**config.mk**
```make
export PLATFORM = sky130hd
export DESIGN_NAME = dsp_mac_seq
export DESIGN_NICKNAME = d
export VERILOG_FILES = /design/src/rtl/dsp_mac_seq.sv
export SDC_FILE = /design/constraint.sdc
export NUM_CORES = 1
export LEC_CHECK = 0
export BUFFER_PORTS_ARGS = -buffer_cell sky130_fd_sc_hd__clkbuf_2
export CORE_ASPECT_RATIO = 0.8
export CORE_MARGIN = 4
export CORE_UTILIZATION = 45
export DETAILED_ROUTE_END_ITERATION = 8
export GPL_ROUTABILITY_DRIVEN = 0
export PLACE_DENSITY = 0.84
export SYNTH_ARGS = -nofsm -noshare
export SYNTH_HDL_FRONTEND = slang
export SYNTH_SLANG_ARGS = --single-unit
```
**constraint.sdc**
```tcl
create_clock -name clk -period 2.12 [get_ports clk]
set_input_delay 0.318 -clock clk [delete_from_list [all_inputs] [get_ports clk]]
set_output_delay 0.318 -clock clk [all_outputs]
set_load 0.02 [all_outputs]
```
**src/rtl/dsp_mac_seq.sv**
```systemverilog
// ---------------------------------------------------------------------------
// dsp_mac_seq
//   Upstream sequencer for a DSP slice. Accepts (A,B) operand beats over a
//   valid/ready handshake, drives the DSP A/B/opMode so the slice
//   multiply-accumulates the stream, and captures the final P once the beat
//   tagged inLast has drained through the DSP pipeline. The result is then
//   held behind a valid/ready handshake.
//
//   Optional feature macro: MAC_SEQ_OVF_EN
//     defined   -> resOvf is a sticky carry flag captured with the result
//     undefined -> resOvf is tied low and no sticky flop exists
//
// Ports
//   clk, rstN                 clock (rising edge), async active-low reset
//   inValid/inReady           operand beat handshake
//   inA, inB [17:0]           signed operands
//   inLast                    beat closes the current accumulation
//   dspA, dspB, dspOpMode     registered drive to the DSP slice
//   dspCE                     clock enable for every DSP register
//   dspP [47:0], dspCarryOut  DSP outputs
//   resValid/resReady         result handshake
//   resData [47:0], resOvf    held result and its carry flag
//   accCount [CNT_W-1:0]      beats in current accumulation (saturating)
// ---------------------------------------------------------------------------
module dsp_mac_seq #(
   parameter int DSP_LAT = 4,
   parameter int CNT_W   = 8
) (
   input  logic             clk,
   input  logic             rstN,
   input  logic             inValid,
   output logic             inReady,
   input  logic [17:0]      inA,
   input  logic [17:0]      inB,
   input  logic             inLast,
   output logic [17:0]      dspA,
   output logic [17:0]      dspB,
   output logic [7:0]       dspOpMode,
   output logic             dspCE,
   input  logic [47:0]      dspP,
   input  logic             dspCarryOut,
   output logic             resValid,
   input  logic             resReady,
   output logic [47:0]      resData,
   output logic             resOvf,
   output logic [CNT_W-1:0] accCount
);

   typedef enum logic [1:0] {
      S_IDLE     = 2'd0,
      S_ACC      = 2'd1,
      S_DRAIN    = 2'd2,
      S_HOLD_RES = 2'd3
   } state_t;

   localparam logic [7:0]       OP_FIRST = 8'h01;
   localparam logic [7:0]       OP_ACC   = 8'h09;
   localparam logic [7:0]       OP_HOLD  = 8'h08;
   localparam logic [CNT_W-1:0] CNT_ZERO = {CNT_W{1'b0}};
   localparam logic [CNT_W-1:0] CNT_ONE  = {{(CNT_W-1){1'b0}}, 1'b1};
   localparam logic [CNT_W-1:0] CNT_MAX  = {CNT_W{1'b1}};

   state_t             state_q, state_d;
   logic [17:0]        dspA_q, dspA_d;
   logic [17:0]        dspB_q, dspB_d;
   logic [7:0]         opMode_q, opMode_d;
   logic               dspCE_q;
   logic               last_q, last_d;
   logic [DSP_LAT-1:0] tok_q, tok_d;
   logic [CNT_W-1:0]   cnt_q, cnt_d;
   logic               resValid_q, resValid_d;
   logic [47:0]        resData_q, resData_d;

   logic               accept_s;
   logic               capture_s;
   logic               handoff_s;

   // Ready depends on state only, never on inValid.
   assign inReady   = (state_q == S_IDLE) || (state_q == S_ACC);
   assign accept_s  = inValid && inReady;
   // The token leaves the pipe exactly when the last op's P is valid on dspP.
   assign capture_s = (state_q == S_DRAIN) && tok_q[DSP_LAT-1];
   assign handoff_s = (state_q == S_HOLD_RES) && resReady;

   // Next-state and next-output decode for the sequencer.
   always_comb begin
      state_d    = state_q;
      dspA_d     = 18'd0;
      dspB_d     = 18'd0;
      opMode_d   = OP_HOLD;
      last_d     = 1'b0;
      cnt_d      = cnt_q;
      resValid_d = resValid_q;
      resData_d  = resData_q;
      case (state_q)
         S_IDLE: begin
            if (accept_s) begin
               dspA_d   = inA;
               dspB_d   = inB;
               opMode_d = OP_FIRST;
               last_d   = inLast;
               cnt_d    = CNT_ONE;
               state_d  = inLast ? S_DRAIN : S_ACC;
            end else begin
               state_d  = S_IDLE;
            end
         end
         S_ACC: begin
            if (accept_s) begin
               dspA_d   = inA;
               dspB_d   = inB;
               opMode_d = OP_ACC;
               last_d   = inLast;
               if (cnt_q != CNT_MAX) begin
                  cnt_d = cnt_q + CNT_ONE;
               end else begin
                  cnt_d = cnt_q;
               end
               state_d  = inLast ? S_DRAIN : S_ACC;
            end else begin
               // Bubble: HOLD with zero operands keeps P unchanged.
               state_d  = S_ACC;
            end
         end
         S_DRAIN: begin
            if (capture_s) begin
               resData_d  = dspP;
               resValid_d = 1'b1;
               state_d    = S_HOLD_RES;
            end else begin
               state_d    = S_DRAIN;
            end
         end
         S_HOLD_RES: begin
            if (handoff_s) begin
               resValid_d = 1'b0;
               cnt_d      = CNT_ZERO;
               state_d    = S_IDLE;
            end else begin
               state_d    = S_HOLD_RES;
            end
         end
         default: begin
            state_d = S_IDLE;
         end
      endcase
   end

   // Token pipe shifts behind the operand register stage, so it is
   // DSP_LAT stages past the edge that drove the last op.
   always_comb begin
      tok_d    = tok_q;
      tok_d[0] = last_q;
      for (int i = 1; i < DSP_LAT; i++) begin
         tok_d[i] = tok_q[i-1];
      end
   end

   // Sequencer state and all registered outputs.
   always_ff @(posedge clk or negedge rstN) begin
      if (!rstN) begin
         state_q    <= S_IDLE;
         dspA_q     <= 18'd0;
         dspB_q     <= 18'd0;
         opMode_q   <= OP_HOLD;
         dspCE_q    <= 1'b1;
         last_q     <= 1'b0;
         tok_q      <= {DSP_LAT{1'b0}};
         cnt_q      <= CNT_ZERO;
         resValid_q <= 1'b0;
         resData_q  <= 48'd0;
      end else begin
         state_q    <= state_d;
         dspA_q     <= dspA_d;
         dspB_q     <= dspB_d;
         opMode_q   <= opMode_d;
         dspCE_q    <= 1'b1;
         last_q     <= last_d;
         tok_q      <= tok_d;
         cnt_q      <= cnt_d;
         resValid_q <= resValid_d;
         resData_q  <= resData_d;
      end
   end

`ifdef MAC_SEQ_OVF_EN
   logic ovf_q, ovf_d;
   logic resOvf_q, resOvf_d;

   // Sticky carry over ACC/DRAIN cycles; snapshot taken alongside resData.
   always_comb begin
      ovf_d    = ovf_q;
      resOvf_d = resOvf_q;
      if ((state_q == S_IDLE) && accept_s) begin
         ovf_d = 1'b0;
      end else if ((state_q == S_ACC) || (state_q == S_DRAIN)) begin
         ovf_d = ovf_q | dspCarryOut;
      end else begin
         ovf_d = ovf_q;
      end
      if (capture_s) begin
         resOvf_d = ovf_q | dspCarryOut;
      end else begin
         resOvf_d = resOvf_q;
      end
   end

   // Carry flag registers.
   always_ff @(posedge clk or negedge rstN) begin
      if (!rstN) begin
         ovf_q    <= 1'b0;
         resOvf_q <= 1'b0;
      end else begin
         ovf_q    <= ovf_d;
         resOvf_q <= resOvf_d;
      end
   end

   assign resOvf = resOvf_q;
`else
   logic unused_carry_s;
   assign unused_carry_s = dspCarryOut;
   assign resOvf         = 1'b0;
`endif

   assign dspA      = dspA_q;
   assign dspB      = dspB_q;
   assign dspOpMode = opMode_q;
   assign dspCE     = dspCE_q;
   assign resValid  = resValid_q;
   assign resData   = resData_q;
   assign accCount  = cnt_q;

endmodule

```
=== Word level (Yosys, flattened, before mapping) ===
Index checks and enable logic that the tools add are counted.

* Bits in registers: 108
* Bits in latches: 0
* Bits in writable memories: 0
* Memory bits (read-only): 0
* Input port bits: 90
* Output and inout port bits: 104
* Logic and storage cells: 53
* Memories kept: 0

* $add $sub $neg: 1
* $mul: 0
* Divide/modulo/power cells: 0
* Order comparisons: 0
* Equality and inequality tests: 9
* Shift-type cells: 0
* Muxes and demuxes: 23
* Bitwise logic cells: 0
* Reduce and logical (&&, ||, !) cells: 11

{| class="wikitable"
|+ Operators by type and width
! kind !! count
|-
| 18-bit 2-to-1 mux || 4
|-
| 8-bit 2-to-1 mux || 4
|-
| 8-bit case mux with 3 select lines || 1
|-
| 8-bit by 1-bit adder with 8-bit output (second input constant) || 1
|-
| 2-bit 2-to-1 mux || 4
|-
| 2-bit inequality test (second input constant) || 4
|-
| 8-bit inequality test (second input constant) || 1
|-
| 2-bit case mux with 4 select lines || 1
|-
| 4-bit case mux with 2 select lines || 1
|-
| 1-bit 2-to-1 mux || 6
|-
| 5-bit AND reduction || 1
|-
| 2-bit equality test (second input constant) || 2
|-
| 4-bit 2-to-1 mux || 1
|-
| 1-bit logical AND || 3
|-
| 3-bit AND reduction || 1
|-
| 3-bit nonzero test || 1
|-
| 2-bit by 1-bit equality test with 1-bit output (second input constant) || 1
|-
| 2-bit zero test || 1
|-
| 2-bit by 1-bit inequality test with 1-bit output (second input constant) || 1
|-
| 1-bit case mux with 2 select lines || 1
|-
| 2-bit AND reduction || 1
|-
| 2-bit nonzero test || 1
|-
| 2-bit OR reduction || 1
|-
| 1-bit logical OR || 1
|}

=== Logic depth before layout (Yosys ltp) ===
* Depth in word-level cells: 5
* Mapped depth: 7
* Mapped depth without buffers: 6

=== Worst setup path before layout ===
OpenSTA, ideal clock, no wires.

* Kind: register -> register
* Start point: register cnt_q[0] (netlist: accCount[0])
* End point: register cnt_q[0] (netlist: accCount[0])
* Setup time: 0.125 ns
* Arrival: 1.524 ns
* Required time: 1.995 ns
* Setup slack: 0.471 ns
* Cell stages (with the launch flop): 6
* Path buffers: 0
* Clock period less this slack: 1.649 ns
* Cell sequence: dfrtp_1 > ha_1 > nand3_2 > o31ai_4 > nand2_2 > mux2_4

* Cells in the longest elaborated chain, start to end: 4
* Elaborated cells on any way between the ends: 7
* Classes of those cells: 1 x add/sub; 2 x eq/ne; 3 x mux; 1 x reduce/logical

{| class="wikitable"
|+ Ends and longest elaborated chain
! item !! RTL line !! RTL
|-
| from (decl) || 70 || <nowiki>logic [CNT_W-1:0] cnt_q, cnt_d;</nowiki>
|-
| from (signal assigned) || 180 || <nowiki>cnt_q <= cnt_d;</nowiki>
|-
| 8-bit by 1-bit adder with 8-bit output || 115 || <nowiki>cnt_d = cnt_q + CNT_ONE;</nowiki>
|-
| 8-bit 2-to-1 mux || 114 || <nowiki>if (cnt_q != CNT_MAX) begin</nowiki>
|-
| 8-bit 2-to-1 mux || 109 || <nowiki>if (accept_s) begin</nowiki>
|-
| 8-bit case mux with 3 select lines || 95 || <nowiki>case (state_q)</nowiki>
|}

Parallel ways exist; a longest one is shown, timed or not. The select of a mux whose other input is x is not followed.
A chain may end at the register's enable or synchronous reset.

=== Final worst setup path ===
Same ends and word-level chain as after synthesis.

==> summary.txt <==
Synth
  – Post-synth top area share: 65.6%
  – Yosys top cell by area: dfrtp_1
  – Syn Area/Cell: 14.4 sq um
  – FF+latch count, synth: 102
  – Synth top area cells: dfrtp_1 66%, mux2_2 14%, and2_1 6.0%
  – Mapped cell area: 3850 sq um
  – Sequential area share after synthesis: 66.3%
  – Yosys cell types: 37
  – Mapped Cells: 268
  – Synth warnings: 0

Floorplan
  – DIE AREA: 10,100 sq um
  – Die H: 90.7 um
  – I/O pins: 194
  – FP Rows: 29
  – Die Wd: 111 um
  – Core area: 8130 sq um
  – Initial core utilization: 47.4%

STA
  – Fin. Hold Viols: 0
  – # setup viols final: 0
  – Worst Skew: 0.0146 ns
  – Worst-margin pin slew: 0.526 ns
  – Peak Freq: 591 MHz
  – Max-slew violations: 0
  – Slew margin rel.: 64.9%
  – Setup TNS Final: 0 ns
  – Fin crit share: 79.8%
  – Unrepaired setup endpoints after global routing: false
  – Minimum clock period: 1.69 ns

Drt
  – Vias: 2,634
  – Avg Vias per Cell: 4.65
  – Post-Route WL: 8250 um
  – Residual DRC: 0
  – Antenna viol nets, final: 0
  – WL per Instance: 14.5 um
  – First-pass DRT Iterations: 4
  – DRT iter0 DRCs: 60

Critical path
  – CP required: 2.38 ns
  – R2R Path End: accCount[0]
  – Crit end category: flop
  – Worst Path Max Fanout: 7
  – Critical path arrival: 1.95 ns
  – Path type of the worst setup path: reg2reg
  – Worst reg2reg startpoint: accCount[0]
  – Startpoint class of the critical path: flop
  – R2R cell count: 5
  – R2R setup slack: 0.43 ns

Clock network
  – CTS tree: built
  – Clock tree buffer depth: 2
  – Reg clk slew, reported paths: 0.11 ns
  – Number of hold buffers added after CTS: 1
  – CTS H-tree lvls: 3
  – Clk_lat worst skew: 0.36 ns
  – Post-CTS setup buffer count: 0
  – Clock sinks: 102
  – CTS root buffer: clkbuf_8
  – Post-CTS Resized: 0
  – Clock buffer count from CTS: 9

Min path
  – Hold path start: inB[4]
  – Hold EP: dspB[4]
  – Hold Path Class: in2reg
  – Hold Path Cell Cnt: 2

Finish
  – FILL cells: 668
  – Post-layout util: 62.3%
  – Cell Count, Final, Fillers Out: 567
  – Layout cells sized above 1: 57.5%
  – Nets: 545
  – ANT cells: 0
  – Area grow syn2layout: 31.5%

Pwr
  – Leak: 2.67 nW
  – Power Total: 6.70 mW
  – Worst-case vdd ir drop: 0.744 mV
  – PD cells: 1320 nW/um^2

Global route
  – Number of global-route vias before repair: 2,829
  – Total gr overflow: 0
  – Gr usage total: 16.8%
  – Antenna violations before repair: 0
  – Pin count of the biggest net entering global routing: 49
  – First-pass GRT wire length: 13,900 um

Placement
  – Port Buffers: 184
  – DP HPWL: 6340 um
  – Placed Cells: 550

Status
  – Status: complete, no violations

Job
  – Max-cap viol count: 0
## kinds of logic after synthesis
logic type / Yosys count / share of synthesized area, %
other: 2 / 0.195
DFF: 102 / 66.3
buffers and inverters: 23 / 4.06
AOI/OAI and AO/OA: 24 / 4.22
and+or+nand+nor: 67 / 10.4
adders and majority gates: 1 / 0.325
muxes: 49 / 14.4
## synth_stat cells (all sizes together)
| cell | n |
|---|---|
| nand4b | 1 |
| nor2b | 1 |
| o41ai | 1 |
| o211a | 1 |
| o31ai | 2 |
| nor3b | 1 |
| and3 | 1 |
| dfrtp | 101 |
| and2 | 38 |
| nor2 | 2 |
| clkbuf | 5 |
| inv | 3 |
| o21ai | 7 |
| o211ai | 2 |
| buf | 15 |
| mux2 | 49 |
| nand2 | 13 |
| dfstp | 1 |
| a21o | 2 |
| nand4 | 2 |
| nand3 | 7 |
| conb | 2 |
| a211oi | 1 |
| ha | 1 |
| a21oi | 6 |
| a31oi | 2 |
| nor3 | 1 |
## critical path, stage by stage (launching register included)
cell,delay [ns]
dfrtp_1,0.43
ha_1,0.22
nand3_2,0.19
o31ai_4,0.32
nand2_2,0.13
mux2_4,0.30
## registers in the layout, indices dropped and copies added, names as in the netlist
name	flops
resData	48
dspA	18
dspB	18
accCount	8
tok_q	4
dspOpMode	2
state_q	2
last_q	1
resValid	1
## metrics by stage
step                      instance area [sq um]  hold slack (ns)  worst slack, ns
after detailed placement                   4850            0.335            0.456
after global placement                     4850            0.328            0.483
after floorplan                            3870           0.0224            0.471
final                                      5060            0.151            0.428
after CTS                                  5060            0.139            0.436
after global routing                       5060            0.130            0.324
## power by group
part / switching (mW) / internal, mW / leakage (nW)
Sequential: 0.338 / 2.59 / 1.27
Combinational: 1.51 / 1.02 / 1.29
Clock: 0.678 / 0.563 / 0.102
## per-layer routing
| metal | wire (um) | vias to the layer above | GRT usage (%) |
|---|---|---|---|
| li1 | - | 1258 | - |
| met1 | 3060 | 1250 | 19.8 |
| met2 | 4230 | 119 | 28.7 |
| met3 | 910 | 7 | 7.84 |
| met4 | 53 | 0 | 2.94 |
| met5 | 0 | - | 0 |
## placed cells by master (no fill, tap or decap), drive strengths merged, types with 2 or more instances in the layout
cell    count
nor2        2
o211ai      2
and2       38
clkbuf    192
nand3       7
o31ai       2
clkinv      2
a21o        2
nand4       2
nand2      13
dfrtp     101
o21ai       7
conb        8
a31oi       2
a21oi       6
mux2       49
buf         5
inv         6
## area by class of cell
type	instances	area, sq um	area share (%)
clock buffers	9	124	2.45
clock inverters	7	80.1	1.58
inverters	3	13.8	0.272
multi-input cells	149	1170	23.1
flip-flops and latches	102	2550	50.4
well taps	108	135	2.67
repair buffers	189	988	19.5
## worst max path at each step
stage                start           to  slack, ns  cells past startpoint
2_1_floorplan  accCount[0]  accCount[0]       0.47                      5
3_3_place_gp   accCount[0]  accCount[0]       0.48                      5
3_5_place_dp   accCount[0]  accCount[0]       0.46                      5
4_1_cts        accCount[0]  accCount[0]       0.44                      5
5_1_grt        accCount[0]  accCount[0]       0.32                      5
6_report       accCount[0]  accCount[0]       0.43                      5
No activity file was read; power rests on OpenSTA's default activity.
